File: config.mk
export PLATFORM = sky130hd
export DESIGN_NAME = addsub_arbiter_flat
export DESIGN_NICKNAME = d
export VERILOG_FILES = /design/src/rtl/addsub_arb_pkg.sv /design/src/rtl/addsub_arbiter_if.sv /design/src/rtl/addsub_core.sv /design/src/rtl/addsub_arbiter.sv /design/src/flat_wrapper.sv
export SDC_FILE = /design/constraint.sdc
export NUM_CORES = 1
export LEC_CHECK = 0
export BUFFER_PORTS_ARGS = -buffer_cell sky130_fd_sc_hd__buf_4
export CAP_MARGIN = 20
export CORE_MARGIN = 2
export CORE_UTILIZATION = 45
export CTS_BUF_LIST = sky130_fd_sc_hd__clkbuf_4 sky130_fd_sc_hd__clkbuf_8
export DETAILED_ROUTE_END_ITERATION = 8
export GPL_ROUTABILITY_DRIVEN = 1
export GPL_TIMING_DRIVEN = 0
export PLACE_DENSITY = 0.83
export SETUP_SLACK_MARGIN = 0.2
export SYNTH_ARGS = -nofsm -noshare
export SYNTH_HDL_FRONTEND = slang
export SYNTH_SLANG_ARGS = --single-unit
export TNS_END_PERCENT = 1
File: constraint.sdc
create_clock -name clk -period 3.7 [get_ports clk]
set_input_delay 0.37 -clock clk [delete_from_list [all_inputs] [get_ports clk]]
set_output_delay 0.37 -clock clk [all_outputs]
set_load 0.005 [all_outputs]
File: src/rtl/addsub_arb_pkg.sv
// Shared types and constants for the add/sub arbiter slice.
// Optional feature macro used by the top: ADDSUB_ARB_FIXED_PRIO_EN.
package addsub_arb_pkg;

    typedef enum logic [1:0] {
        IDLE = 2'd0,
        EXEC = 2'd1,
        RESP = 2'd2
    } state_t;

    localparam int DEF_WIDTH   = 8;
    localparam int DEF_NUM_REQ = 4;

    localparam logic OP_ADD = 1'b0;
    localparam logic OP_SUB = 1'b1;

endpackage

File: src/rtl/addsub_arbiter_if.sv
// Request/response bundle between the client engines and the shared add/sub arbiter.
interface addsub_arbiter_if
    import addsub_arb_pkg::*;
#(
    parameter int NUM_REQ = DEF_NUM_REQ,
    parameter int WIDTH   = DEF_WIDTH,
    parameter int ID_W    = 2
);

    logic [NUM_REQ-1:0]       req_valid;
    logic [NUM_REQ-1:0]       req_ready;
    logic [NUM_REQ*WIDTH-1:0] req_a;
    logic [NUM_REQ*WIDTH-1:0] req_b;
    logic [NUM_REQ-1:0]       req_sub;
    logic                     rsp_valid;
    logic                     rsp_ready;
    logic [ID_W-1:0]          rsp_id;
    logic [WIDTH-1:0]         rsp_s;
    logic                     rsp_cout;

    // Client side drives requests and consumes responses.
    modport master (
        output req_valid, req_a, req_b, req_sub, rsp_ready,
        input  req_ready, rsp_valid, rsp_id, rsp_s, rsp_cout
    );

    modport slave (
        input  req_valid, req_a, req_b, req_sub, rsp_ready,
        output req_ready, rsp_valid, rsp_id, rsp_s, rsp_cout
    );

endinterface

File: src/rtl/addsub_core.sv
// Combinational WIDTH-bit ripple adder/subtractor; cout is carry on add, borrow on sub.
module addsub_core
    import addsub_arb_pkg::*;
#(
    parameter int WIDTH = DEF_WIDTH
) (
    input  logic [WIDTH-1:0] a,
    input  logic [WIDTH-1:0] b,
    input  logic             sub,
    output logic [WIDTH-1:0] s,
    output logic             cout
);

    logic [WIDTH-1:0] bx;
    logic [WIDTH:0]   c;

    always_comb begin
        s    = '0;
        c    = '0;
        bx   = b ^ {WIDTH{sub}};
        // Subtraction is a + ~b + 1, so the carry chain is seeded with the op bit.
        c[0] = (sub == OP_SUB);
        for (int i = 0; i < WIDTH; i++) begin
            s[i]   = a[i] ^ bx[i] ^ c[i];
            c[i+1] = (a[i] & bx[i]) | (c[i] & (a[i] ^ bx[i]));
        end
        cout = c[WIDTH] ^ sub;
    end

endmodule

File: src/rtl/addsub_arbiter.sv
// Shares one add/sub datapath among NUM_REQ requesters via an IDLE/EXEC/RESP FSM.
// Define ADDSUB_ARB_FIXED_PRIO_EN for fixed lowest-index priority instead of round-robin.
module addsub_arbiter
    import addsub_arb_pkg::*;
#(
    parameter int NUM_REQ = DEF_NUM_REQ,
    parameter int WIDTH   = DEF_WIDTH,
    parameter int ID_W    = 2
) (
    input  logic             clk,
    input  logic             rst,
    addsub_arbiter_if.slave  bus
);

    state_t             state;
    logic               any_req;
    logic [ID_W-1:0]    grant;
    logic [NUM_REQ-1:0] req_ready_c;

    logic [WIDTH-1:0]   a_sel;
    logic [WIDTH-1:0]   b_sel;
    logic               sub_sel;

    logic [WIDTH-1:0]   op_a;
    logic [WIDTH-1:0]   op_b;
    logic               op_sub;
    logic [ID_W-1:0]    op_id;

    logic [WIDTH-1:0]   core_s;
    logic               core_cout;

    logic               rsp_valid_r;
    logic [ID_W-1:0]    rsp_id_r;
    logic [WIDTH-1:0]   rsp_s_r;
    logic               rsp_cout_r;

    assign any_req = |bus.req_valid;

`ifdef ADDSUB_ARB_FIXED_PRIO_EN
    // Descending scan so the lowest valid index is the last (winning) assignment.
    always_comb begin
        grant = '0;
        for (int i = NUM_REQ - 1; i >= 0; i--) begin
            if (bus.req_valid[i]) grant = ID_W'(i);
        end
    end
`else
    localparam logic [ID_W:0] NREQ_E = (ID_W + 1)'(NUM_REQ);

    logic [ID_W-1:0] ptr;
    logic [ID_W-1:0] ptr_next;
    logic [ID_W:0]   rr_idx;

    // Scan offsets from ptr downwards so the smallest offset wins the grant.
    always_comb begin
        grant  = '0;
        rr_idx = '0;
        for (int k = NUM_REQ - 1; k >= 0; k--) begin
            rr_idx = {1'b0, ptr} + (ID_W + 1)'(k);
            if (rr_idx >= NREQ_E) rr_idx = rr_idx - NREQ_E;
            if (bus.req_valid[rr_idx[ID_W-1:0]]) grant = rr_idx[ID_W-1:0];
        end
    end

    assign ptr_next = (op_id == ID_W'(NUM_REQ - 1)) ? '0 : op_id + 1'b1;
`endif

    always_comb begin
        a_sel   = '0;
        b_sel   = '0;
        sub_sel = 1'b0;
        for (int i = 0; i < NUM_REQ; i++) begin
            if (grant == ID_W'(i)) begin
                a_sel   = bus.req_a[i*WIDTH +: WIDTH];
                b_sel   = bus.req_b[i*WIDTH +: WIDTH];
                sub_sel = bus.req_sub[i];
            end
        end
    end

    // Ready is gated by rst so an asserted reset masks acceptance immediately.
    always_comb begin
        req_ready_c = '0;
        if (state == IDLE && !rst && any_req) begin
            for (int i = 0; i < NUM_REQ; i++) begin
                if (grant == ID_W'(i)) req_ready_c[i] = 1'b1;
            end
        end
    end

    addsub_core #(.WIDTH(WIDTH)) u_core (
        .a    (op_a),
        .b    (op_b),
        .sub  (op_sub),
        .s    (core_s),
        .cout (core_cout)
    );

    always_ff @(posedge clk or posedge rst) begin
        if (rst) begin
            state       <= IDLE;
            op_a        <= '0;
            op_b        <= '0;
            op_sub      <= 1'b0;
            op_id       <= '0;
            rsp_valid_r <= 1'b0;
            rsp_id_r    <= '0;
            rsp_s_r     <= '0;
            rsp_cout_r  <= 1'b0;
`ifndef ADDSUB_ARB_FIXED_PRIO_EN
            ptr         <= '0;
`endif
        end else begin
            case (state)
                IDLE: begin
                    if (any_req) begin
                        op_a   <= a_sel;
                        op_b   <= b_sel;
                        op_sub <= sub_sel;
                        op_id  <= grant;
                        state  <= EXEC;
                    end
                end
                EXEC: begin
                    rsp_s_r     <= core_s;
                    rsp_cout_r  <= core_cout;
                    rsp_id_r    <= op_id;
                    rsp_valid_r <= 1'b1;
`ifndef ADDSUB_ARB_FIXED_PRIO_EN
                    ptr         <= ptr_next;
`endif
                    state       <= RESP;
                end
                RESP: begin
                    if (bus.rsp_ready) begin
                        rsp_valid_r <= 1'b0;
                        state       <= IDLE;
                    end
                end
                default: state <= IDLE;
            endcase
        end
    end

    assign bus.req_ready = req_ready_c;
    assign bus.rsp_valid = rsp_valid_r;
    assign bus.rsp_id    = rsp_id_r;
    assign bus.rsp_s     = rsp_s_r;
    assign bus.rsp_cout  = rsp_cout_r;

endmodule

File: src/flat_wrapper.sv
// flat-port wrapper written by rule: the top's interface ports become plain ports
module addsub_arbiter_flat import addsub_arb_pkg::*;
#(
    parameter int NUM_REQ = DEF_NUM_REQ,
    parameter int WIDTH   = DEF_WIDTH,
    parameter int ID_W    = 2
)
  (clk, rst, bus_req_valid, bus_req_a, bus_req_b, bus_req_sub, bus_rsp_ready, bus_req_ready, bus_rsp_valid, bus_rsp_id, bus_rsp_s, bus_rsp_cout);
  addsub_arbiter_if #(.NUM_REQ(NUM_REQ), .WIDTH(WIDTH), .ID_W(ID_W)) bus_i ();
  input  logic clk;
  input  logic rst;
  input wire logic [$bits(bus_i.req_valid)-1:0] bus_req_valid;
  input wire logic [$bits(bus_i.req_a)-1:0] bus_req_a;
  input wire logic [$bits(bus_i.req_b)-1:0] bus_req_b;
  input wire logic [$bits(bus_i.req_sub)-1:0] bus_req_sub;
  input wire logic [$bits(bus_i.rsp_ready)-1:0] bus_rsp_ready;
  output wire logic [$bits(bus_i.req_ready)-1:0] bus_req_ready;
  output wire logic [$bits(bus_i.rsp_valid)-1:0] bus_rsp_valid;
  output wire logic [$bits(bus_i.rsp_id)-1:0] bus_rsp_id;
  output wire logic [$bits(bus_i.rsp_s)-1:0] bus_rsp_s;
  output wire logic [$bits(bus_i.rsp_cout)-1:0] bus_rsp_cout;
  assign bus_i.req_valid = bus_req_valid;
  assign bus_i.req_a = bus_req_a;
  assign bus_i.req_b = bus_req_b;
  assign bus_i.req_sub = bus_req_sub;
  assign bus_i.rsp_ready = bus_rsp_ready;
  assign bus_req_ready = bus_i.req_ready;
  assign bus_rsp_valid = bus_i.rsp_valid;
  assign bus_rsp_id = bus_i.rsp_id;
  assign bus_rsp_s = bus_i.rsp_s;
  assign bus_rsp_cout = bus_i.rsp_cout;
  addsub_arbiter #(.NUM_REQ(NUM_REQ), .WIDTH(WIDTH), .ID_W(ID_W)) u_core (.clk(clk), .rst(rst), .bus(bus_i));
endmodule
[Word level (Yosys, flattened, before mapping)]
Index checks and enable logic that the tools add are counted.
Storage, ports and cells
  word-level logic and storage cells: 125
  register bits: 35
Cells by class
  mux-type cells: 39
  equality and inequality tests: 8
  magnitude comparators: 8
  add/sub/neg operators: 8
  reduce and logical (&&, ||, !) cells: 10
  bitwise gates (word level): 42
Operators by type and width (number)
  8-bit 2-to-1 mux: 8
  2-bit 2-to-1 mux: 11
  1-bit bitwise XOR: 17
  1-bit AND: 16
  1-bit 2-to-1 mux: 13
  2-bit by 3-bit < comparator with 1-bit output (second input constant): 4
  3-bit greater-or-equal comparator (second input constant): 3
  1-bit binary-select mux with 2-bit select: 4
  2-bit equality test (second input constant): 4
  1-bit bitwise OR: 8
  2-bit by 1-bit subtractor with 2-bit output (second input constant): 4
  8-bit bitwise XOR: 1
  2-bit by 2-bit adder with 3-bit output (second input constant): 2
  2-bit one-hot mux with 3 select lines: 1
  2-bit AND reduction: 3
  2-bit by 1-bit equality test with 1-bit output (second input constant): 2
  2-bit logical NOT: 2
  4-bit 2-to-1 mux: 1
  4-bit OR reduction: 1
  2-bit by 1-bit adder with 3-bit output (second input constant): 1
  2-bit by 3-bit greater-or-equal comparator with 1-bit output (second input constant): 1
  2-bit by 1-bit adder with 2-bit output (second input constant): 1
  1-bit logical AND: 2
  2-bit by 1-bit != test with 1-bit output (second input constant): 1
  other kinds (4): 4

[Depth between registers and ports, before layout]
Gate-level depths: netlist (run 1).
  depth after elaboration: 19
  depth in mapped cells: 11
  gate-level depth less buffers: 10

[Cells and area by module]
From an unflattened synthesis (run 1), not the netlist that was laid out.
Unflattened totals
  cells, all modules: 217
  area total of the unflattened synthesis: 2144.6 um^2
Modules (own cells, without submodules)
  addsub_arbiter: sequential area each 875.8 um^2, area each 1851.8 um^2, cells an instance 185, times used 1
  addsub_core: sequential area each 0.0 um^2, area each 292.8 um^2, cells an instance 32, times used 1

[Least setup slack after synthesis (run 1)]
OpenSTA, ideal clock, no wires.
  kind: register to register
  from: reg u_core.op_sub
  to: reg u_core.rsp_cout_r (netlist: u_core.bus.rsp_cout)
  arrival: 3822 ps
  path slack: -204 ps
  required time: 3617 ps
  cell stages (with the launch flop): 12
  buffers on the path: 1
  cells stage by stage: dfrtp_1 > clkbuf_1 > xnor2_1 > fa_1 > fa_1 > fa_1 > fa_1 > fa_1 > fa_1 > fa_1 > xor2_1 > o21ai_0
Between the ends
  word-level cells in the longest chain between the ends: 19
  elaborated cells between the ends (all ways): 34
  classes of those cells: bitwise: 34
RTL lines
  from (decl): RTL line addsub_arbiter.sv:26  | logic op_sub;
  from (signal assigned): RTL line addsub_arbiter.sv:119  | op_sub <= sub_sel;
  8-bit bitwise XOR: RTL line addsub_core.sv:20  | bx = b ^ {WIDTH{sub}};
  1-bit bitwise XOR: RTL line addsub_core.sv:25  | c[i+1] = (a[i] & bx[i]) | (c[i] & (a[i] ^ bx[i]));
  1-bit AND: RTL line addsub_core.sv:25
  1-bit bitwise OR: RTL line addsub_core.sv:25
  1-bit AND: RTL line addsub_core.sv:25
  1-bit bitwise OR: RTL line addsub_core.sv:25
  1-bit AND: RTL line addsub_core.sv:25
  1-bit bitwise OR: RTL line addsub_core.sv:25
  [3 not listed]
  1-bit bitwise OR: RTL line addsub_core.sv:25
  1-bit AND: RTL line addsub_core.sv:25
  1-bit bitwise OR: RTL line addsub_core.sv:25
  1-bit AND: RTL line addsub_core.sv:25
  1-bit bitwise OR: RTL line addsub_core.sv:25
  1-bit AND: RTL line addsub_core.sv:25
  1-bit bitwise OR: RTL line addsub_core.sv:25
  1-bit bitwise XOR *: RTL line addsub_core.sv:27  | cout = c[WIDTH] ^ sub;
  to (signal assigned): RTL line addsub_arbiter.sv:126  | rsp_cout_r <= core_cout;
  to (decl): RTL line addsub_arbiter.sv:35  | logic rsp_cout_r;
Mark *: on every way between the ends. The rest lies on a longest branch, timed or not.
A chain may end at the register's enable or synchronous reset.

[Worst setup path after layout (run 1)]
Ends and elaborated chain as after synthesis.

==> run summary, run 1 <==
Worst Clk Skew: 5.40 ps
Pin count of the biggest net entering global routing: 26
CTS clk-pin slew, worst paths: 70 ps
#FFs+latches synth: 35
Initial antenna violation count: 0
CTS buffer count: 5
Sequential fraction of the synthesis area: 41.3%
Post-route DRC: 0
First-pass GRT wire length: 8860 µm
FF/Latch Area: 876 µm²
H-tree depth: 2
Sw Share: 40.3%
Sequential Power Share: 28.7%
Worst-Skew Late Latency: 280 ps
CTS tree: yes
Syn-to-layout area delta: 43.2%
Filler Cell Count: 357
Vias: 1858
Antenna diodes: 0
Yosys cell types: 34
Slew @ Worst Pin: 549 ps
Initial core utilization: 47.7%
Post-CTS Hold Buffers: 0
HPWL Detailed: 4370 µm
Synthesized Nets: 283
Final #Nets: 381
P_leak: 1.49 nW
Placed Cells: 343
Share of cells above drive strength 1: 40.8%
Pre-CTS WS: -7.60 ps
CP max FO: 10
Clock Power Share: 12.6%
Post-place instance area: 2910 µm²
Overflow after GRT: 0
Total power: 2.50 mW
Tmin final: 3600 ps
Power per Cell Area: 822 nW/µm²
WP data required: 3900 ps
CORE AREA: 4440 µm²
Clk sinks: 35
Fin crit share: 97.2%
Die Span X: 72.7 µm
Prevailing post-synth register cell: dfrtp_1
Syn Inst Count: 200
EDFF count, synth: 0
Finish-stage setup viols: 0
FMAX: 278 MHz
Port Buffers: 90
Hold Violations, Final: 0
DR iter-0 viols: 97
Drt pass-1 iters: 4
Sw Pwr: 1.01 mW
Final setup TNS: 0 ps
Clock tree root driver cell: clkbuf_8
Die area: 5280 µm²
Worst hold path class: in -> async
Avg Synthesized Cell Area: 10.6 µm²
# IOs: 91
Kind of start point of the critical path: register
CP endpoint kind: register
Status: completed
Detailed Route WL: 5580 µm
Final Slew Violations: 0
GP Congestion: 0.748
RSZ-0062 raised after global routing: yes
Combinational Power Share: 58.7%
Crit path DAT: 3800 ps
Max cap viols: 0
Multi-input logic area: 1130 µm²
VDD IR max: 0.397 mV
Slew headroom: 63.4%
Internal: 1.49 mW
Drt via density: 5.29
Synthesized cell area: 2120 µm²
DRT antenna net count: 0
Setup CP Type: reg -> reg
DR WL/cell: 15.9 µm
Vias in the first global route: 1949
Final Non-Filler Cells: 351
Synth warnings: 0
# rows: 24
Clock Path Buffers: 2
Setup ws final: 102 ps
Die H: 72.7 µm
Post-Layout Inst Area: 3040 µm²
Asr flop ratio synth: 100%
Gr usage total: 22.2%
power groups by stage:
stage          registers, mW  clock network (mW)  logic (mW)
5_1_grt                0.739               0.328        1.63
6_report               0.716               0.314        1.47
4_1_cts                0.713               0.316        1.45
2_1_floorplan          0.689                   0       0.953
3_3_place_gp           0.703                   0        1.35
3_5_place_dp           0.718                   0        1.42
metrics by stage:
step	hold slack, ps	utilization, %
4_1_cts	156	67.9
3_3_place_gp	462	64.9
2_1_floorplan	456	-
6_report	150	68.4
5_1_grt	197	68.4
3_5_place_dp	462	65.5
critical path: stages (launching register included):
cell	delay, ps
dfrtp_1	400
buf_8	160
xnor2_2	140
fa_2	360
fa_2	360
fa_2	360
fa_2	370
fa_2	360
fa_2	360
fa_2	360
xor2_2	150
o21ai_1	130
final timing paths:
check / from / end / cells past startpoint / slack [ps]
max: u_core.op_sub / u_core.bus.rsp_cout / 11 / 100
min: rst / u_core.op_b[4] / 2 / 150
max reg2reg: u_core.op_sub / u_core.bus.rsp_cout / 11 / 100
min reg2reg: u_core.bus.rsp_s[0] / u_core.bus.rsp_s[0] / 2 / 480
max in group asynchronous: rst / u_core.bus.rsp_s[4] / 3 / 3040
min in group clk: bus_rsp_ready / u_core.state[1] / 2 / 300
logic make-up (layout without fill, tap and decap cells):
logic type      count (synthesis)  in the layout  share of synthesized area (%)
mux                            38             38                           18.1
buf+inv                        25            124                           6.84
flops                          35             35                           41.3
fa+ha+maj                       8              8                           7.19
compound gates                 37             37                           12.6
simple gates                   48             48                           10.3
xor+xnor                        9              9                           3.71
synth_stat cells (2+ instances only):
master	instances	area [µm²]
o221ai_1	16	140
nand2b_1	3	18.8
fa_1	7	140
buf_2	3	15.0
dfrtp_1	35	876
o21ai_0	11	55.1
mux2_2	3	33.8
buf_12	2	40.0
mux2i_1	35	350
nand2_1	33	124
nor2_1	2	7.51
xnor2_1	8	70.1
a21oi_1	3	15.0
buf_6	2	22.5
clkbuf_1	6	22.5
nor3_1	2	10.0
inv_1	12	45.0
cell usage in the layout (no fill, tap or decap), types with 2 or more instances in the layout:
cell / count
buf_4: 90
mux2i_1: 35
dfrtp_1: 35
nand2_1: 33
o221ai_1: 16
inv_1: 12
o21ai_0: 9
xnor2_1: 7
fa_2: 7
clkbuf_8: 7
clkbuf_1: 5
nand2b_1: 3
a21oi_1: 3
buf_2: 3
mux2_2: 3
nor2_1: 2
buf_6: 2
buf_12: 2
o21ai_1: 2
nor3_1: 2
state kept, by name, indices dropped and copies added (netlist names):
name                  cells
u_core.bus.rsp_cout       1
u_core.bus.rsp_id         2
u_core.bus.rsp_s          8
u_core.bus.rsp_valid      1
u_core.op_a               8
u_core.op_b               8
u_core.op_id              2
u_core.op_sub             1
u_core.ptr                2
u_core.state              2
layer usage:
| layer | track usage (%) | vias to the layer above | part of all wire (%) |
|---|---|---|---|
| met5 | 0 | - | 0 |
| met4 | 9.88 | 0 | 2.5 |
| met3 | 3.87 | 13 | 4.9 |
| met2 | 39.0 | 68 | 53 |
| met1 | 26.6 | 878 | 40 |
| li1 | - | 899 | - |
timing repair:
action / in CTS / in global routing
buffers inserted: 0 / 0
setup endpoints to repair: 2 / 2
cloned: 0 / 0
resized for setup: 2 / 5
final cells by class:
| class | count | share of cell area [%] |
|---|---|---|
| sequential | 35 | 28.8 |
| buffer | 13 | 3.67 |
| timing repair buffer | 91 | 23.1 |
| tap | 52 | 2.14 |
| inverter | 12 | 1.48 |
| clock buffer | 8 | 3.42 |
| multi-input combinational | 140 | 37.3 |
(Power assumes the default switching activity.)
==> run 2: changes to the inputs <==
- ABC_AREA: unset -> 1
- CORE_UTILIZATION: 45 -> 47
- SETUP_SLACK_MARGIN: 0.2 -> unset
==> run 2 against run 1 <==
Worst hold slack better by 41 ps. Combinational power grew 72%. Setup slack better by 27 ps. Fmax up 0.77%. Count of clock-buffer cells in the layout decreased by 2. Clock skew decreased by 0.57 ps. Core utilization fell by 3.6 points. Sequential power about the same. First-iteration DRC count increased by 99%. Critical endpoint is now u_core.bus.rsp_s[7]. Largest cell class unchanged. Largest power group unchanged.
==> run summary, run 2 <==
FF/Latch Area: 876 µm²
Syn-to-layout area delta: 34.8%
Clock Power Share: 8.0%
Initial core utilization: 48.0%
HPWL Detailed: 5440 µm
# rows: 27
GP Congestion: 0.849
Die area: 6170 µm²
Die H: 78.6 µm
#FFs+latches synth: 35
Gr usage total: 23.7%
Clk sinks: 35
Post-route DRC: 0
Status: completed
Asr flop ratio synth: 100%
Clock Path Buffers: 2
Clock tree root driver cell: clkbuf_8
Prevailing post-synth register cell: dfrtp_1
H-tree depth: 2
DRT antenna net count: 0
Sequential Power Share: 20.3%
Sw Pwr: 1.81 mW
Synth warnings: 0
Worst hold margin: 191 ps
VDD IR max: 0.704 mV
Syn Inst Count: 404
Sw Share: 51.3%
Power per Cell Area: 1000 nW/µm²
Worst-Skew Late Latency: 290 ps
Worst Clk Skew: 4.82 ps
Post-CTS Hold Buffers: 0
Initial antenna violation count: 0
Top area cells in the synthesized netlist: dfrtp_1, nand2_1, inv_1, nand3_1, fa_1
RSZ-0062 raised after global routing: no
Final #Nets: 585
Synth area leader: dfrtp_1
CP max stage delay: 540 ps
Most frequent cell after synthesis: nand2_1
Sequential fraction of the synthesis area: 33.5%
Pre-CTS WS: -242 ps
Die Span X: 78.6 µm
P_leak: 2.08 nW
Drt via density: 4.78
Yosys cell types: 29
Drt pass-1 iters: 4
Slew headroom: 53.2%
Kind of start point of the critical path: register
Final Slew Violations: 0
Share of the synthesized area in the top cell type: 33.5%
Slew @ Worst Pin: 701 ps
Critical Path Slowest Stage Cell: fa_2
CTS clk-pin slew, worst paths: 70 ps
Share of cells above drive strength 1: 25.7%
DR iter-0 viols: 193
Synthesized Nets: 487
Tmin final: 3570 ps
Internal: 1.72 mW
Setup ws final: 130 ps
Vias in the first global route: 2626
Fin crit share: 96.5%
Commonest non-fill, non-tap cell in the layout: nand2_1
Pin count of the biggest net entering global routing: 21
Overflow after GRT: 0
CP endpoint kind: register
Hold Violations, Final: 0
CTS tree: yes
Antenna diodes: 0
First-pass GRT wire length: 11600 µm
Avg Synthesized Cell Area: 6.47 µm²
Combinational Power Share: 71.7%
Multi-input logic area: 1360 µm²
Setup CP Type: reg -> reg
Max cap viols: 0
WP data required: 3860 ps
CP max FO: 10
Detailed Route WL: 6880 µm
Total power: 3.53 mW
Filler Cell Count: 485
Most frequent cells after synthesis: nand2_1, inv_1, nand3_1, dfrtp_1, nor2_1
Vias: 2744
# IOs: 91
FMAX: 280 MHz
EDFF count, synth: 0
CORE AREA: 5440 µm²
Crit path DAT: 3730 ps
Crit path cell chain: clkbuf_8 > xnor2_1 > fa_2 > fa_2 > fa_2 > fa_2 > fa_2 > fa_2 > fa_2 > o21ai_0
CTS buffer count: 5
DR WL/cell: 12.0 µm
Finish-stage setup viols: 0
Most used cell along the critical path: fa_2
Synthesized cell area: 2610 µm²
Port Buffers: 90
Worst hold path class: in -> async
Commonest cells after routing, fill and taps aside: nand2_1, buf_4, inv_1
## run 2: cell count changes in the layout (fill, tap and decap cells not counted), moves of 4 or more
cell / delta
nand3_1: +46
mux2i_1: -35
o21ai_0: +5
o221ai_1: -16
inv_2: +4
nor2_1: +25
inv_1: +63
nand2_1: +118
## run 2: kinds of logic after synthesis
| kind of cell | after synthesis | share of synthesized area (%) |
|---|---|---|
| buffers and inverters | 96 | 15.0 |
| adder cells (fa/ha/maj) | 8 | 5.84 |
| XOR/XNOR | 8 | 2.68 |
| AND/OR/NAND/NOR | 238 | 39.2 |
| flip-flops | 35 | 33.5 |
| AO/OA/AOI/OAI | 19 | 3.74 |
## run 2: metrics by stage
step	util, %	TNS [ps]	std cells	instance area [µm²]
global route	64.7	0	574	3520
global placement	62.2	-203	566	3380
CTS	64.6	0	574	3520
detailed placement	62.7	-402	567	3410
floorplan	-	0	404	2620
finish	64.7	0	574	3520
## run 2: power groups by stage
stage               combinational, mW  clock, mW  sequential [mW]
finish                           2.53      0.282            0.716
global route                     2.90      0.307            0.736
CTS                              2.53      0.284            0.714
detailed placement               2.48          0            0.717
global placement                 2.38          0            0.708
floorplan                        1.80          0            0.692
## run 2: metal layers
metal | share of wire (%) | global-route usage (%)
met5 | 0 | 0
met3 | 7.2 | 3.91
met1 | 41 | 29.5
met2 | 50 | 41.3
met4 | 1.6 | 8.25
## run 2: worst paths after layout
kind | from | to | slack, ps | cells after the start
hold reg to reg | u_core.bus.rsp_id[1] | u_core.bus.rsp_id[1] | 480 | 2
hold / removal | rst | u_core.bus.rsp_s[1] | 190 | 2
setup reg to reg | u_core.op_sub | u_core.bus.rsp_s[7] | 130 | 10
min in group clk | bus_rsp_ready | u_core.state[1] | 300 | 2
setup / recovery | u_core.op_sub | u_core.bus.rsp_s[7] | 130 | 10
max in group asynchronous | rst | u_core.op_a[5] | 2970 | 3
## run 2: worst max-delay path: cells and delay by family (launching register included)
kind | cells | cell delay (ps)
AO/OA/AOI/OAI | 1 | 80
flip-flops | 1 | 370
buffers and inverters | 1 | 180
XOR/XNOR | 1 | 160
adder cells (fa/ha/maj) | 7 | 2650
## run 2: cell type report
| cell class | instances | area share, % |
|---|---|---|
| Multi-Input combinational cell | 273 | 38.7 |
| Sequential cell | 35 | 24.9 |
| Timing Repair Buffer | 91 | 20.0 |
| Inverter | 82 | 8.81 |
| Buffer | 14 | 2.63 |
| Tap cell | 72 | 2.56 |
| Clock buffer | 6 | 2.35 |
| Clock inverter | 1 | 0.142 |
## run 2: what timing repair did
item | in CTS | in global routing
endpoints found under the setup margin | 2 | 2
setup buffers | 0 | 0
gates resized for setup | 6 | 3
